==> config.mk <==
export PLATFORM = sky130hd
export DESIGN_NAME = cla_pipe_adder
export DESIGN_NICKNAME = d
export VERILOG_FILES = /design/src/rtl/alu_pkg.sv /design/src/rtl/cla_group16.sv /design/src/rtl/cla_pipe_adder.sv
export SDC_FILE = /design/constraint.sdc
export NUM_CORES = 1
export LEC_CHECK = 0
export CORE_UTILIZATION = 45
export CTS_CLUSTER_SIZE = 25
export DETAILED_ROUTE_END_ITERATION = 12
export PLACE_DENSITY = 0.69
export SYNTH_ARGS = -nofsm -noshare
export SYNTH_HDL_FRONTEND = slang
export SYNTH_SLANG_ARGS = --single-unit
export TNS_END_PERCENT = 1
==> constraint.sdc <==
create_clock -name clk -period 2.2 [get_ports clk]
set_input_delay 0.22 -clock clk [delete_from_list [all_inputs] [get_ports clk]]
set_output_delay 0.22 -clock clk [all_outputs]
set_load 0.1 [all_outputs]
==> src/rtl/alu_pkg.sv <==
// Shared definitions for the integer execute-unit adder.
//   alu_op_e    : operation encodings (ADD/SUB/ADDW/SUBW)
//   TagW        : destination tag width
//   GroupW      : width of one carry-lookahead group
//   cla4_carry  : carries into four positions, fully expanded lookahead
//   cla4_gen    : block generate of four (g, p) pairs
package alu_pkg;

  localparam int unsigned TagW   = 5;
  localparam int unsigned GroupW = 16;

  typedef enum logic [1:0] {
    OpAdd  = 2'b00,
    OpSub  = 2'b01,
    OpAddw = 2'b10,
    OpSubw = 2'b11
  } alu_op_e;

  function automatic logic [3:0] cla4_carry(input logic [3:0] g, input logic [3:0] p,
                                            input logic ci);
    logic [3:0] c;
    c[0] = ci;
    c[1] = g[0] | (p[0] & ci);
    c[2] = g[1] | (p[1] & g[0]) | (p[1] & p[0] & ci);
    c[3] = g[2] | (p[2] & g[1]) | (p[2] & p[1] & g[0]) | (p[2] & p[1] & p[0] & ci);
    return c;
  endfunction

  function automatic logic cla4_gen(input logic [3:0] g, input logic [3:0] p);
    return g[3] | (p[3] & g[2]) | (p[3] & p[2] & g[1]) | (p[3] & p[2] & p[1] & g[0]);
  endfunction

endpackage

==> src/rtl/cla_group16.sv <==
// Combinational 16-bit two-level carry-lookahead group.
//   a, b : operand slices
//   ci   : carry into the group
//   sum  : a + b + ci
//   gm   : group generate (independent of ci)
//   pm   : group propagate (independent of ci)
module cla_group16 import alu_pkg::*; (
  input  logic [GroupW-1:0] a,
  input  logic [GroupW-1:0] b,
  input  logic              ci,
  output logic [GroupW-1:0] sum,
  output logic              gm,
  output logic              pm
);

  logic [GroupW-1:0] g, p, c;
  logic [3:0]        blk_g, blk_p, blk_c;

  always_comb begin
    g = a & b;
    p = a ^ b;
    // Level 1: nibble generate/propagate.
    for (int k = 0; k < 4; k++) begin
      blk_g[k] = cla4_gen(g[4*k +: 4], p[4*k +: 4]);
      blk_p[k] = &p[4*k +: 4];
    end
    // Level 2: nibble carries, then bit carries inside each nibble.
    blk_c = cla4_carry(blk_g, blk_p, ci);
    for (int k = 0; k < 4; k++) begin
      c[4*k +: 4] = cla4_carry(g[4*k +: 4], p[4*k +: 4], blk_c[k]);
    end
    gm  = cla4_gen(blk_g, blk_p);
    pm  = &blk_p;
    sum = p ^ c;
  end

endmodule

==> src/rtl/cla_pipe_adder.sv <==
// Pipelined carry-lookahead adder/subtractor with valid/ready handshake.
//   clk, rst_n                  : clock, async active-low reset
//   in_valid/in_ready           : operand beat handshake
//   in_op                       : 00 ADD, 01 SUB, 10 ADDW, 11 SUBW
//   in_a, in_b, in_tag          : operands and pass-through tag
//   out_valid/out_ready         : result handshake
//   out_sum, out_co, out_ovf,
//   out_zero, out_tag           : result, carry (no-borrow for SUB), overflow, zero, tag
// STAGES=1 registers only the outputs; STAGES=2 adds a register holding carry-select group
// sums and group G/P, with carry resolution in the second stage.
module cla_pipe_adder import alu_pkg::*; #(
  parameter int unsigned XLEN     = 64,
  parameter int unsigned STAGES   = 2,
  parameter int unsigned WORD_OPS = 1
) (
  input  logic            clk,
  input  logic            rst_n,
  input  logic            in_valid,
  output logic            in_ready,
  input  logic [1:0]      in_op,
  input  logic [XLEN-1:0] in_a,
  input  logic [XLEN-1:0] in_b,
  input  logic [TagW-1:0] in_tag,
  output logic            out_valid,
  input  logic            out_ready,
  output logic [XLEN-1:0] out_sum,
  output logic            out_co,
  output logic            out_ovf,
  output logic            out_zero,
  output logic [TagW-1:0] out_tag
);

  localparam int NGroups = XLEN / GroupW;
  localparam bit WordEn  = (WORD_OPS != 0) && (XLEN == 64);

  if (XLEN != 32 && XLEN != 64) begin : g_bad_xlen
    $error("cla_pipe_adder: XLEN must be 32 or 64");
  end
  if (STAGES != 1 && STAGES != 2) begin : g_bad_stages
    $error("cla_pipe_adder: STAGES must be 1 or 2");
  end

  typedef struct packed {
    logic [XLEN-1:0]    s0;     // group sums assuming carry-in 0
    logic [XLEN-1:0]    s1;     // group sums assuming carry-in 1
    logic [NGroups-1:0] gm;
    logic [NGroups-1:0] pm;
    logic               cin;
    logic               word;
    logic               p_msb;  // propagate at XLEN-1, recovers carry into the MSB
    logic               p_w31;  // propagate at bit 31, same for word ops
    logic [TagW-1:0]    tag;
  } mid_t;

  // Front end: group generation.
  logic [XLEN-1:0]    b_eff, s0_w, s1_w;
  logic [NGroups-1:0] gm_w, pm_w;
  logic               is_sub;
  mid_t               front, mid;
  logic               mid_valid, out_rdy;

  assign is_sub = in_op[0];
  assign b_eff  = is_sub ? ~in_b : in_b;

  for (genvar j = 0; j < NGroups; j++) begin : g_grp
    // G/P do not depend on Ci, so each copy supplies one of them.
    cla_group16 u_sel0 (
      .a  (in_a[j*GroupW +: GroupW]),
      .b  (b_eff[j*GroupW +: GroupW]),
      .ci (1'b0),
      .sum(s0_w[j*GroupW +: GroupW]),
      .gm (gm_w[j]),
      .pm ()
    );
    cla_group16 u_sel1 (
      .a  (in_a[j*GroupW +: GroupW]),
      .b  (b_eff[j*GroupW +: GroupW]),
      .ci (1'b1),
      .sum(s1_w[j*GroupW +: GroupW]),
      .gm (),
      .pm (pm_w[j])
    );
  end

  always_comb begin
    front       = '0;
    front.s0    = s0_w;
    front.s1    = s1_w;
    front.gm    = gm_w;
    front.pm    = pm_w;
    front.cin   = is_sub;
    front.word  = WordEn && in_op[1];
    front.p_msb = in_a[XLEN-1] ^ b_eff[XLEN-1];
    front.p_w31 = in_a[31] ^ b_eff[31];
    front.tag   = in_tag;
  end

  assign out_rdy = !out_valid || out_ready;

  if (STAGES == 2) begin : g_mid
    logic mid_valid_q;
    mid_t mid_q;

    assign in_ready = !mid_valid_q || out_rdy;

    always_ff @(posedge clk or negedge rst_n) begin
      if (!rst_n) begin
        mid_valid_q <= 1'b0;
        mid_q       <= '0;
      end else if (in_ready) begin
        mid_valid_q <= in_valid;
        if (in_valid) mid_q <= front;
      end
    end

    assign mid_valid = mid_valid_q;
    assign mid       = mid_q;
  end else begin : g_nomid
    assign in_ready  = out_rdy;
    assign mid_valid = in_valid;
    assign mid       = front;
  end

  // Back end: group-carry lookahead, carry-select and flags.
  logic [NGroups:0] gc;
  logic [XLEN-1:0]  sum_sel, res;
  logic             term, co_d, ovf_d, zero_d;

  always_comb begin
    term = 1'b0;
    // gc[j] = cin & P[0..j-1]  |  OR_k ( G[k] & P[k+1..j-1] ), flattened per group.
    for (int j = 0; j <= NGroups; j++) begin
      gc[j] = mid.cin;
      for (int k = 0; k < j; k++) gc[j] = gc[j] & mid.pm[k];
      for (int k = 0; k < j; k++) begin
        term = mid.gm[k];
        for (int m = k + 1; m < j; m++) term = term & mid.pm[m];
        gc[j] = gc[j] | term;
      end
    end
    for (int j = 0; j < NGroups; j++) begin
      sum_sel[j*GroupW +: GroupW] = gc[j] ? mid.s1[j*GroupW +: GroupW]
                                          : mid.s0[j*GroupW +: GroupW];
    end
    res   = sum_sel;
    co_d  = gc[NGroups];
    // Carry into a bit is sum ^ propagate at that bit.
    ovf_d = (sum_sel[XLEN-1] ^ mid.p_msb) ^ gc[NGroups];
    if (mid.word) begin
      for (int i = 32; i < XLEN; i++) res[i] = sum_sel[31];
      co_d  = gc[2];
      ovf_d = (sum_sel[31] ^ mid.p_w31) ^ gc[2];
    end
    zero_d = (res == '0);
  end

  logic            out_valid_q, co_q, ovf_q, zero_q;
  logic [XLEN-1:0] sum_q;
  logic [TagW-1:0] tag_q;

  always_ff @(posedge clk or negedge rst_n) begin
    if (!rst_n) begin
      out_valid_q <= 1'b0;
      sum_q       <= '0;
      co_q        <= 1'b0;
      ovf_q       <= 1'b0;
      zero_q      <= 1'b0;
      tag_q       <= '0;
    end else if (out_rdy) begin
      out_valid_q <= mid_valid;
      if (mid_valid) begin
        sum_q  <= res;
        co_q   <= co_d;
        ovf_q  <= ovf_d;
        zero_q <= zero_d;
        tag_q  <= mid.tag;
      end
    end
  end

  assign out_valid = out_valid_q;
  assign out_sum   = sum_q;
  assign out_co    = co_q;
  assign out_ovf   = ovf_q;
  assign out_zero  = zero_q;
  assign out_tag   = tag_q;

endmodule

==> summary.txt <==
Run status
  – Status: finished with violations
  – Failing checks: setup timing

Finish
  – Nets: around 2.2k
  – Most frequent cells in the layout: buf_4, nand2_1, dfrtp_1
  – Footprint of the multi-input gates: just over 8000 sq um
  – Total inserted antenna cells: 0
  – Area delta synth->final: 39.95%
  – Most common cell after layout, fill and taps aside: buf_4
  – FF+latch area: between 5000 and 6000 sq um
  – Post-route insts no fill: about 2.4k
  – Layout filler cell count: around 2.4k
  – Share of cells above drive strength 1: between 20% and 30%

Global routing
  – First-pass GRT wire length: slightly above 60000 microns
  – Vias in the first global route: 12.48k
  – GRT Overall Usage: roughly 24%
  – Gr ovfl total: 0
  – Antenna violations before repair: 0
  – Largest net degree at the start of global routing: between 70 and 80

Pwr
  – Maximum VDD drop: between 0.0009 and 0.001 V
  – Logic pwr share: between 40% and 50%
  – Clock Power Share: a little under a quarter
  – Leakage power figure: ~0.009 uW
  – Power Density: around 1000 nW/um^2
  – Psw: 8773 uW
  – Seq pwr share: a little under a third
  – Internal Power: roughly 11000 uW
  – Switching share of power: a little over two fifths

Floorplan
  – I/O pins: 213
  – # rows: 63
  – Die ar.: 31550 sq um
  – Die Ht: between 150 and 200 microns
  – Die width: 177.6 microns
  – Starting Density: 46.33%
  – Core ar.: ~30000 sq um

Drt
  – Total number of vias: 12.62k
  – DRT antenna net count: 0
  – Routed vias/inst: ~5.3
  – Wire per inst: roughly 16 microns
  – Final WL: 38850 microns
  – Drc violations: 0
  – Drt pass-1 iters: 5
  – DR iter-0 viols: roughly 700

Clocking
  – Clk root buf: clkbuf_16
  – Max Buffers Root-to-Sink: 3
  – Num CTS Buffers: 25
  – H-tree levels: 1
  – Clk pin slew, worst setup/hold paths: around 60 ps
  – Clock latency on the worst-skew pair: about 520 ps
  – TritonCTS clock tree: built
  – Clk sinks: 219

Critical path
  – Worst R2R Start: g_mid.mid_q[8]
  – Crit Path Class: in2reg
  – CP max FO: 4
  – Crit start category: input pin
  – Setup crit end kind: flip-flop
  – Critical path arrival: between 2000 and 3000 ps
  – Worst reg2reg setup slack: roughly 110 ps
  – Crit path launch: in_b[39]
  – CP Data Required Time: 2640 ps

STA
  – Max_slew headroom: around 56%
  – Final Hold Vio Count: 0
  – Final worst path period need: 2216 ps
  – Final setup fails: 2
  – RSZ-0062 raised after global routing: yes
  – Fin Hold WS: roughly 250 ps
  – Worst slew pin tran: 653.5 ps
  – Slack of the critical path: -16.13 ps
  – Final worst path period share: 100.7%
  – Max-slew violation count: 0
  – Fmax: 451.2 MHz
  – Setup Skew: slightly below 10 ps

Logic synthesis
  – Synth async-reset ratio: 100.0%
  – Top-area cell type share of the netlist area: 39.49%
  – EDFF count, synth: 0
  – Post-Syn Area: approximately 14000 sq um
  – Area leader, netlist: dfrtp_1
  – Area contributors post-synth: dfrtp_1, o21ai_0, xor2_1, nand2_1, ha_1
  – Main flop type after synthesis: dfrtp_1
  – Syn_nets: around 1.8k
  – Post-synthesis average cell area: 9.018 sq um
  – Synth unique cells: 61
  – Syn Inst Count: 1539
  – Post-synthesis register bit count: around 220
  – Synth warn: 0
  – Post-synthesis sequential area ratio: between 30% and 40%

Run
  – Max-Cap Viols: 0

Placement
  – Dpl hpwl: between 20000 and 30000 microns
  – Routability cong.: 0.8887
  – Port buffer count: around 210
  – Placed cells: approximately 2.3k

Hold path
  – HP Class: in2async
## cell families after synthesis
family	synth area share, %
flops	39.49
fa+ha+maj	10.17
mux	4.336
compound gates	17.77
simple gates	16.16
xor+xnor	7.735
buf+inv	4.336
## flip-flops by register name, indices dropped and copies added (netlist names)
signal / cells
g_mid.mid_q: 145
out_sum: 64
out_co: 1
out_ovf: 1
out_valid: 1
out_tag: 5
out_zero: 1
g_mid.mid_valid_q: 1
## power groups by stage
stage | combinational, uW | clock [uW] | sequential [uW]
after global routing | 10100 | 4870 | 6200
final | 9460 | 4610 | 6050
after global placement | 9070 | 0 | 6070
after detailed placement | 9190 | 0 | 6110
after floorplan | 3220 | 0 | 9010
after CTS | 9300 | 4700 | 6050
## path summary, 6_finish.rpt
kind | depth (start not counted) | to
worst max register to register | 5 | out_zero
worst min-delay path | 2 | g_mid.mid_q[118]
worst min register to register | 2 | out_tag[4]
min in group clk | 3 | g_mid.mid_q[2]
worst max-delay path | 10 | g_mid.mid_q[125]
max in group asynchronous | 3 | out_valid
## repair_timing
item | CTS | global route
buffers inserted | 12 | 13
resized for setup | 18 | 70
hold buffers | 1 | 0
setup endpoints to repair | 19 | 60
cloned | 0 | 2
pin swaps | 12 | 53
hold endpoints to repair | 71 | 0
## layout make-up
cell class                 count  area share, %
clock inverter                15          1.205
timing repair buffer         470          21.40
sequential                   219          28.24
clock buffer                  30          3.524
multi-input combinational   1169          41.82
inverter                      67          1.295
tap                          390          2.512
## worst max-delay path, stage by stage
cell and delay [ps]:
clkdlybuf4s50_1 470, xor2_1 160, ha_1 300, and4_4 210, and2_1 160, a221oi_2 300, nor2b_1 100, nor2_1 180
fa_1 440, o21ai_1 120
## layer usage
layer | track usage [%] | wire length, microns | share of wire [%]
met1 | 32.87 | 17400 | 45
met2 | 41.41 | 18890 | 49
met3 | 2.678 | 1597 | 4.1
met4 | 6.375 | 956 | 2.5
met5 | 0 | 0 | 0
## through the flow
| step | util, % | instance area, sq um | power (uW) | worst slack, ps | TNS (ps) |
|---|---|---|---|---|---|
| after floorplan | - | 14050 | 12240 | -475.2 | -62650 |
| after global placement | 59.92 | 17950 | 15140 | -742.7 | -37670 |
| after detailed placement | 59.92 | 17950 | 15310 | -837.7 | -41840 |
| after CTS | 63.45 | 19010 | 20040 | -61.64 | -218.6 |
| after global routing | 64.84 | 19420 | 21200 | -98.86 | -1109 |
| final | 64.84 | 19420 | 20120 | -16.13 | -28.55 |
## cells in the mapped netlist, types with 19 or more instances
master,n
nand2_1,243
dfrtp_1,219
o21ai_0,195
xor2_1,107
a21oi_1,78
ha_1,68
inv_1,67
clkbuf_1,57
nor2_1,49
mux2i_1,41
nand3_1,41
nor3_1,30
o21a_1,29
fa_1,28
a21o_1,26
or4_1,26
a31oi_1,19
buf_2,19
Power figures use the tool's default switching activity.
